## src/rtl/adc_capture_sched.sv

```systemverilog
//------------------------------------------------------------------------------
// adc_capture_sched: SPI command parser, ADC trigger/capture sequencer, readout.
// Optional ADC_SCHED_TIMEOUT_EN aborts stalled frames.  Rev 1.0
//------------------------------------------------------------------------------
`default_nettype none

module adc_capture_sched #(
  parameter int ADDR_W  = 10,
  parameter int TIMEOUT = 4096
) (
  input  logic              clk,
  input  logic              rst,
  input  logic              rx_valid,
  input  logic [7:0]        rx_data,
  input  logic              tx_load,
  output logic [7:0]        tx_data,
  input  logic              adc_valid,
  input  logic [7:0]        adc_data,
  output logic [15:0]       adc_div,
  output logic              buf_we,
  output logic [ADDR_W-1:0] buf_waddr,
  output logic [7:0]        buf_wdata,
  output logic [ADDR_W-1:0] buf_raddr,
  input  logic [7:0]        buf_rdata,
  output logic              busy
);

  localparam logic [ADDR_W-1:0] ADDR_ONE = {{(ADDR_W-1){1'b0}}, 1'b1};

  typedef enum logic [1:0] {P_SYNC, P_CMD, P_ARGH, P_ARGL} pstate_t;
  typedef enum logic [1:0] {C_IDLE, C_ARMED, C_CAPTURE, C_DONE} cstate_t;
  typedef enum logic [1:0] {TX_ZERO, TX_STATUS, TX_READ} txsel_t;

  pstate_t           pstate, pnext;
  cstate_t           cstate, cnext;
  txsel_t            tx_sel;
  logic [7:0]        cmd, arg_h, level, prev_sample;
  logic [ADDR_W-1:0] n_samples, n_last, wptr;
  logic              done, exec, arm, trigger, write, last, timeout_hit;
  logic [15:0]       arg;

`ifdef ADC_SCHED_TIMEOUT_EN
  localparam int TW = $clog2(TIMEOUT + 1);
  logic [TW-1:0] idle_cnt;

  always_ff @(posedge clk or posedge rst) begin
    if (rst) idle_cnt <= '0;
    else if (rx_valid) idle_cnt <= '0;
    else if (idle_cnt != TW'(TIMEOUT)) idle_cnt <= idle_cnt + 1'b1;
  end

  assign timeout_hit = !rx_valid && (pstate != P_SYNC) && (idle_cnt == TW'(TIMEOUT));
`else
  // No watchdog: a partial frame waits indefinitely (expression is constant 0).
  assign timeout_hit = (TIMEOUT < 0);
`endif

  assign arg     = {arg_h, rx_data};
  assign exec    = rx_valid && (pstate == P_ARGL);
  assign busy    = (cstate == C_ARMED) || (cstate == C_CAPTURE);
  assign arm     = exec && (cmd == 8'h03) && !busy;
  assign trigger = adc_valid && (prev_sample < level) && (adc_data >= level);
  assign write   = ((cstate == C_ARMED) && trigger) || ((cstate == C_CAPTURE) && adc_valid);
  // N=0 wraps n_last to all-ones, giving a full 2^ADDR_W capture.
  assign n_last  = n_samples - ADDR_ONE;
  assign last    = (wptr == n_last);

  always_ff @(posedge clk or posedge rst) begin
    if (rst) begin
      pstate <= P_SYNC;
      cstate <= C_IDLE;
    end else begin
      pstate <= pnext;
      cstate <= cnext;
    end
  end

  always_comb begin
    pnext = pstate;
    case (pstate)
      P_SYNC:  if (rx_valid && rx_data == 8'h5A) pnext = P_CMD;
      P_CMD:   if (rx_valid) pnext = P_ARGH;
      P_ARGH:  if (rx_valid) pnext = P_ARGL;
      P_ARGL:  if (rx_valid) pnext = P_SYNC;
      default: pnext = P_SYNC;
    endcase
    if (timeout_hit) pnext = P_SYNC;
  end

  always_comb begin
    cnext = cstate;
    case (cstate)
      C_IDLE, C_DONE:     if (arm) cnext = C_ARMED;
      C_ARMED, C_CAPTURE: if (write) cnext = last ? C_DONE : C_CAPTURE;
      default:            cnext = C_IDLE;
    endcase
  end

  always_ff @(posedge clk or posedge rst) begin
    if (rst) begin
      cmd         <= 8'h00;
      arg_h       <= 8'h00;
      adc_div     <= 16'd1;
      level       <= 8'h80;
      n_samples   <= '0;
      wptr        <= '0;
      prev_sample <= 8'h00;
      done        <= 1'b0;
      buf_we      <= 1'b0;
      buf_waddr   <= '0;
      buf_wdata   <= 8'h00;
      buf_raddr   <= '0;
      tx_sel      <= TX_ZERO;
    end else begin
      if (rx_valid && pstate == P_CMD)  cmd   <= rx_data;
      if (rx_valid && pstate == P_ARGH) arg_h <= rx_data;
      if (adc_valid) prev_sample <= adc_data;

      buf_we <= write;
      if (write) begin
        buf_waddr <= wptr;
        buf_wdata <= adc_data;
        wptr      <= wptr + ADDR_ONE;
        if (last) done <= 1'b1;
      end

      if (exec) begin
        if (!busy && cmd == 8'h01) adc_div <= arg;
        if (!busy && cmd == 8'h02) level   <= rx_data;
        if (arm) begin
          n_samples <= arg[ADDR_W-1:0];
          wptr      <= '0;
          done      <= 1'b0;
        end
        case (cmd)
          8'h04:   tx_sel <= TX_READ;
          8'h05:   tx_sel <= TX_STATUS;
          default: tx_sel <= TX_ZERO;
        endcase
        if (cmd == 8'h04) buf_raddr <= '0;
      end else if (tx_load && tx_sel == TX_READ) begin
        buf_raddr <= (buf_raddr == n_last) ? '0 : buf_raddr + ADDR_ONE;
      end
    end
  end

  always_comb begin
    tx_data = 8'h00;
    case (tx_sel)
      TX_STATUS: tx_data = {done, busy, 6'b0};
      TX_READ:   tx_data = buf_rdata;
      default:   tx_data = 8'h00;
    endcase
  end

endmodule

`default_nettype wire

```

## config.mk

```make
export PLATFORM = sky130hd
export DESIGN_NAME = adc_capture_sched
export DESIGN_NICKNAME = d
export VERILOG_FILES = /design/src/rtl/adc_capture_sched.sv
export SDC_FILE = /design/constraint.sdc
export NUM_CORES = 1
export LEC_CHECK = 0
export ABC_CLOCK_PERIOD_IN_PS = 3800
export CORE_MARGIN = 2
export CORE_UTILIZATION = 54
export CTS_CLUSTER_SIZE = 10
export DETAILED_ROUTE_END_ITERATION = 8
export PLACE_DENSITY = 0.81
export RECOVER_POWER = 100
export SLEW_MARGIN = 20
export SYNTH_ARGS = -nofsm -noshare
export SYNTH_HDL_FRONTEND = slang
export SYNTH_SLANG_ARGS = --single-unit
```

## constraint.sdc

```tcl
create_clock -name clk -period 3.8 [get_ports clk]
set_input_delay 0.76 -clock clk [delete_from_list [all_inputs] [get_ports clk]]
set_output_delay 0.76 -clock clk [all_outputs]
set_load 0.01 [all_outputs]
```

==> metrics.md, run 1 <==
| Metric | Value |
|---|---|
| Most instantiated cells after synthesis | `dfrtp_1 (102), nand2_1 (53), mux2_2 (48)` |
| CP Launch Type | `flip-flop` |
| Crit-path max FO | `17` |
| Non-Filler Instances | `712` |
| Fin area | `6500 sq um` |
| Reg-to-reg setup timing slack | `0.43 ns` |
| Cts hold-fix bufs | `0` |
| Global Route met1 Usage | `29.5%` |
| Syn-to-layout area delta | `18.5%` |
| Die area | `11000 sq um` |
| Max_slew headroom | `-56.6%` |
| Min cycle time layout | `3.37 ns` |
| First-pass GRT wire length | `19600 um` |
| Slew Viols, Final | `62` |
| Top FF cell, synth | `dfrtp_1` |
| Fmax | `297 MHz` |
| Async set-reset flop share out of synthesis | `100%` |
| Final Total Pwr | `3.08 mW` |
| Residual DRC | `0` |
| Period utilization | `88.6%` |
| Clk root buf | `clkbuf_8` |
| Status | `finished, violations left` |
| Post-CTS Resized | `0` |
| Hold Startpoint | `adc_div[3]` |
| Register bit total from synthesis | `104` |
| RSZ-0062 raised after global routing | `no` |
| Initial antenna violation count | `0` |
| CTS Sinks | `104` |
| TNS Setup | `0 ns` |
| CTS buffer count | `9` |
| Worst hold endpoint | `adc_div[3]` |
| Clock-pin slew on the worst setup and hold paths | `0.11 ns` |
| Gate Count Post-Synth | `498` |
| Max Cap Viol | `1` |
| 1st-pass router iterations | `4` |
| Worst hold path depth | `1` |
| Grt met3 use | `4.68%` |
| Most frequent cell after synthesis | `dfrtp_1` |
| Worst setup EP type | `flip-flop` |
| Pre-CTS setup slack | `0.171 ns` |
| Die width | `105 um` |
| Die height | `105 um` |
| Worst path most repeated cell | `a31oi_1` |
| GP Congestion | `0.892` |
| Core ar. | `9820 sq um` |
| Seq/Total Area, Yosys | `47.5%` |
| Clock latency on the worst-skew pair | `0.39 ns` |
| RR Endpoint | `buf_raddr[8]` |
| Grt total ovfl | `0` |
| Area fraction of the dominant cell type after synthesis | `46.5%` |
| EDFF count, synth | `0` |
| Routed via count | `3955` |
| Most used routing layer | `met2` |
| Mapped Area | `5480 sq um` |
| Placed insts | `696` |
| Syn nets | `554` |
| Post-DRT Antenna Nets | `0` |
| Synth Warn # | `0` |
| WL per Instance | `16.0 um` |
| Fillers | `810` |
| Hold Fails Final Rpt | `0` |
| DRT iter0 DRCs | `216` |
| N_diodes | `0` |
| Routed WL | `11400 um` |
| Routing usage on met2 | `37.0%` |
| Hpwl dp | `8450 um` |
| Fin Clk Skew | `0.0194 ns` |
| PD cells | `475 nW/um^2` |
| Gr usage total | `22.2%` |
| Clock buffer depth | `2` |
| DR vias/cell | `5.55` |
| # H-tree levels | `3` |
| Final setup fails | `0` |
| R2R cell count | `9` |
| Worst-Margin Slew | `2.35 ns` |
| WP data arrival | `3.67 ns` |
| Layout cells sized above 1 | `13.1%` |
| IO Count | `83` |
| Slowest CP cell | `a31oi_2` |
| Critical path data required time | `4.10 ns` |
| Peak supply drop | `0.353 mV` |
| Vias in the first global route | `3968` |
| Port bufs | `82` |
| Fin nets | `630` |
| Avg Cell Area, Syn | `11.0 sq um` |
| CTS tree | `done` |
| Crit-path cells | `inv_1 -> ha_1 -> or4b_1 -> nor4_1 -> xnor3_1 -> nor4b_4 -> a31oi_2 -> a31oi_1 -> a31oi_1` |
| Crit-path max cell delay | `0.66 ns` |
| Setup ws final | `0.433 ns` |
| Top cells by area, synth | `dfrtp_1 (47%), mux2_2 (9.9%), ha_1 (6.2%), nand2_1 (3.6%), o21ai_0 (3.1%)` |
| Largest net degree at the start of global routing | `63` |
| Setup repair bufs after CTS | `0` |
| Pleak | `3.11 nW` |
| Worst flop-to-flop path startpoint | `n_samples[0]` |
| Worst min path class | `flip-flop to flip-flop` |
| Placed cell area | `6380 sq um` |
| Failing checks | `capacitance limit, slew limit` |
| Yosys cell types | `60` |
| Initial Utilization | `55.8%` |
| Site Rows | `36` |
| Largest area contributor in the netlist | `dfrtp_1` |
| Worst setup path category | `flip-flop to flip-flop` |
## worst max path at each step
stage                 startpoint      endpoint  depth (start not counted)
global route         adc_data[0]       wptr[3]                         11
floorplan                    rst   adc_div[10]                          1
CTS                  adc_data[0]  buf_waddr[1]                         10
detailed placement   adc_data[0]  buf_waddr[1]                         10
finish              n_samples[0]  buf_raddr[8]                          9
global placement     adc_data[0]  buf_waddr[6]                         10
## where the power goes
group          internal, mW  switching, mW
logic                 0.467          0.413
registers              1.33          0.175
clock network         0.265          0.438
total                  2.06           1.03
## critical path, delay by kind of cell, from the launching register on
| kind | cells | cell delay, ns |
|---|---|---|
| fa+ha+maj | 1 | 0.28 |
| compound gates | 3 | 1.01 |
| flops | 1 | 0.46 |
| simple gates | 3 | 1.16 |
| xor+xnor | 1 | 0.28 |
| buf+inv | 1 | 0.10 |
## cell families after synthesis
family / Yosys count / share of synthesized area [%]
DFF: 104 / 47.5
muxes: 59 / 12.8
buffers and inverters: 48 / 4.24
adders and majority gates: 27 / 6.16
AOI/OAI and AO/OA: 83 / 9.19
xor gates and xnor gates: 23 / 4.43
and+or+nand+nor: 154 / 15.7
## flip-flops by register name (all words and copies together), names as in the netlist
register     flops
buf_waddr       10
done             1
n_samples       10
level            8
cstate           2
tx_sel           2
buf_raddr       10
buf_we           1
arg_h            8
prev_sample      8
buf_wdata        8
adc_div         16
pstate           2
wptr            10
cmd              8
## layout make-up
class	count	area, sq um	area share (%)
clock buffer	9	124	1.91
clock inverter	7	78.8	1.21
inverter	27	101	1.56
multi-input combinational	346	2570	39.6
sequential	104	2610	40.1
tap	133	166	2.56
timing repair buffer	86	852	13.1
## through the flow
stage               utilization [%]  hold WS [ns]
floorplan                         -         0.451
global placement               65.0         0.480
detailed placement             65.0         0.487
CTS                            67.1         0.515
global route                   66.2         0.531
finish                         66.2         0.507
## layer usage
layer	vias up	share of wire [%]	wire length [um]
li1	1905	-	-
met1	1959	44	5060
met2	76	50	5740
met3	15	4.0	451
met4	0	1.3	144
met5	-	0	0
## cells in the final DEF (no fill, tap or decap), drive strengths merged, types with 4 or more instances in the layout
cell and n:
xor2 4, xnor2 16, o21ai 34, and2 7
clkbuf 12, nand2 54, nor4 4, dlygate4sd3 55
a21oi 20, dfrtp 102, clkdlybuf4s50 27, nand3 13
mux2 58, nand4 7, nor2 18, nor3 7
a31oi 8, clkinv 4, or4 5, inv 30
nand2b 9, or3 11, ha 27, nor2b 6
(Power assumes the default switching activity.)
==> run 2, diff against run 1 <==
--- a/config.mk
+++ b/config.mk
@@ -6,10 +6,12 @@
 export NUM_CORES = 1
 export LEC_CHECK = 0
 export ABC_CLOCK_PERIOD_IN_PS = 3800
+export CAP_MARGIN = 30
 export CORE_MARGIN = 2
 export CORE_UTILIZATION = 54
 export CTS_CLUSTER_SIZE = 10
 export DETAILED_ROUTE_END_ITERATION = 8
+export GPL_ROUTABILITY_DRIVEN = 0
 export PLACE_DENSITY = 0.81
 export RECOVER_POWER = 100
 export SLEW_MARGIN = 20
==> run 2 against run 1 <==
The run still ends with capacitance limit, slew limit left. Fmax rose by 0.98%. Via count is 0.25% lower. Routed wire length grew 1.3%. Non-clock buffer count rose by 1. Final area shrank 0.50%. Die area did not move. Critical path depth is 2 higher. Worst setup slack better by 0.033 ns. Flip-flop and latch count stayed put. Sequential power is essentially flat. Total power shrank 2.6%. Core utilization shrank 0.33 points. Critical endpoint is now wptr[5]. Largest cell class unchanged.
==> metrics.md, run 2 (synthesis results as in run 1) <==
| Metric | Value |
|---|---|
| 1st-pass router iterations | `5` |
| Clock power share | `21.1%` |
| RSZ-0062 raised after global routing | `no` |
| Clk root buf | `clkbuf_8` |
| Most frequent cells in the layout | `dfrtp_1 (102), nand2_1 (54), dlygate4sd3_1 (53)` |
| CTS Sinks | `104` |
| N_diodes | `0` |
| CTS buffer count | `9` |
| Peak supply drop | `0.348 mV` |
| Pre-CTS setup slack | `0.135 ns` |
| Routed WL | `11500 um` |
| Clock latency on the worst-skew pair | `0.38 ns` |
| Clock buffer depth | `2` |
| Flop pwr share | `49.9%` |
| Worst setup EP type | `flip-flop` |
| Min cycle time layout | `3.33 ns` |
| Hpwl dp | `8490 um` |
| WL per Instance | `16.2 um` |
| Vias in the first global route | `4146` |
| Worst hold path depth | `1` |
| Number of flip-flops under the largest register name | `16` |
| Pint | `2.03 mW` |
| Port bufs | `82` |
| Worst setup path category | `input port to flip-flop` |
| Hold Startpoint | `adc_div[7]` |
| Initial antenna violation count | `0` |
| Switching share of power | `32.4%` |
| Worst hold endpoint | `adc_div[7]` |
| Fmax | `300 MHz` |
| Die width | `105 um` |
| Layout cells sized above 1 | `13.1%` |
| Net switching power | `974 uW` |
| Worst flop-to-flop path startpoint | `n_samples[0]` |
| Core ar. | `9820 sq um` |
| Setup repair bufs after CTS | `0` |
| RR Endpoint | `buf_raddr[0]` |
| Pleak | `3.07 nW` |
| Reg-to-reg setup timing slack | `0.47 ns` |
| Post-CTS Resized | `0` |
| WP data arrival | `3.63 ns` |
| Fin Clk Skew | `0.00800 ns` |
| Cts hold-fix bufs | `0` |
| Slew Viols, Final | `54` |
| Gr usage total | `22.4%` |
| Largest net degree at the start of global routing | `54` |
| Crit-path max FO | `21` |
| # H-tree levels | `3` |
| Logic gate share of total power | `28.9%` |
| Worst-Margin Slew | `2.21 ns` |
| Max_slew headroom | `-48.1%` |
| Status | `finished, violations left` |
| Fin area | `6460 sq um` |
| Max Cap Viol | `1` |
| Clock-pin slew on the worst setup and hold paths | `0.10 ns` |
| IO Count | `83` |
| CTS tree | `done` |
| Most common cell after layout, fill and taps aside | `dfrtp_1` |
| TNS Setup | `0 ns` |
| PD cells | `465 nW/um^2` |
| Site Rows | `36` |
| Failing checks | `capacitance limit, slew limit` |
| Setup ws final | `0.465 ns` |
| Initial Utilization | `55.8%` |
| Post-DRT Antenna Nets | `0` |
| Period utilization | `87.8%` |
| Die height | `105 um` |
| Placed cell area | `6390 sq um` |
| Die area | `11000 sq um` |
| First-pass GRT wire length | `19900 um` |
| Syn-to-layout area delta | `17.9%` |
| R2R cell count | `8` |
| Worst min path class | `flip-flop to flip-flop` |
| Final setup fails | `0` |
| Residual DRC | `0` |
| Grt total ovfl | `0` |
| Fillers | `842` |
| Routed via count | `3945` |
| DR vias/cell | `5.53` |
| CP Launch Type | `input port` |
| DRT iter0 DRCs | `216` |
| Top reg by flops | `adc_div` |
| Hold Fails Final Rpt | `0` |
| Fin nets | `631` |
| Critical path data required time | `4.09 ns` |
run 2: power groups by stage:
stage | Sequential [mW] | Combinational (mW) | Clock [mW]
finish | 1.50 | 0.870 | 0.635
floorplan | 1.49 | 0.618 | 0
global placement | 1.51 | 0.887 | 0
global route | 1.53 | 0.972 | 0.692
detailed placement | 1.53 | 0.933 | 0
CTS | 1.51 | 0.936 | 0.646
run 2: worst max-delay path: stages:
cell and delay (ns):
clkdlybuf4s50_1 0.48, inv_1 0.07, ha_1 0.28, nand2b_1 0.15, a2111o_1 0.40, a31oi_1 0.18
o21ai_0 0.11, a32oi_1 0.24, clkbuf_1 0.60, o21ai_0 0.19, a21oi_1 0.16
run 2: worst max path at each step:
stage                      from            to  slack, ns  depth (start not counted)
floorplan                   rst   adc_div[10]       0.31                          1
global placement    adc_data[0]  buf_waddr[6]       0.30                         10
detailed placement  adc_data[0]  buf_wdata[2]       0.13                         10
CTS                 adc_data[0]  buf_wdata[2]       0.54                         10
global route        adc_data[0]       wptr[3]       0.18                         11
finish              adc_data[0]       wptr[5]       0.47                         11
run 2: layer usage:
layer / up-vias / track usage (%) / routed length [um]
li1: 1907 / - / -
met1: 1951 / 29.2 / 5220
met2: 72 / 37.5 / 5800
met3: 15 / 4.30 / 366
met5: - / 0 / 0
met4: 0 / 7.90 / 163
run 2: final cells by class:
cell class | instances | area (sq um) | share of cell area, %
clock buffer | 10 | 128 | 1.97
tap | 133 | 166 | 2.57
clock inverter | 6 | 45.0 | 0.697
inverter | 27 | 103 | 1.59
timing repair buffer | 87 | 843 | 13.0
multi-input combinational | 346 | 2570 | 39.8
sequential | 104 | 2610 | 40.3
run 2: stage by stage:
step | power [mW] | hold WS, ns | utilization (%) | std cells
floorplan | 2.11 | 0.451 | - | 498
global placement | 2.40 | 0.482 | 65.1 | 697
detailed placement | 2.46 | 0.491 | 65.1 | 697
CTS | 3.09 | 0.514 | 66.9 | 713
global route | 3.20 | 0.521 | 65.8 | 713
finish | 3.00 | 0.501 | 65.8 | 713
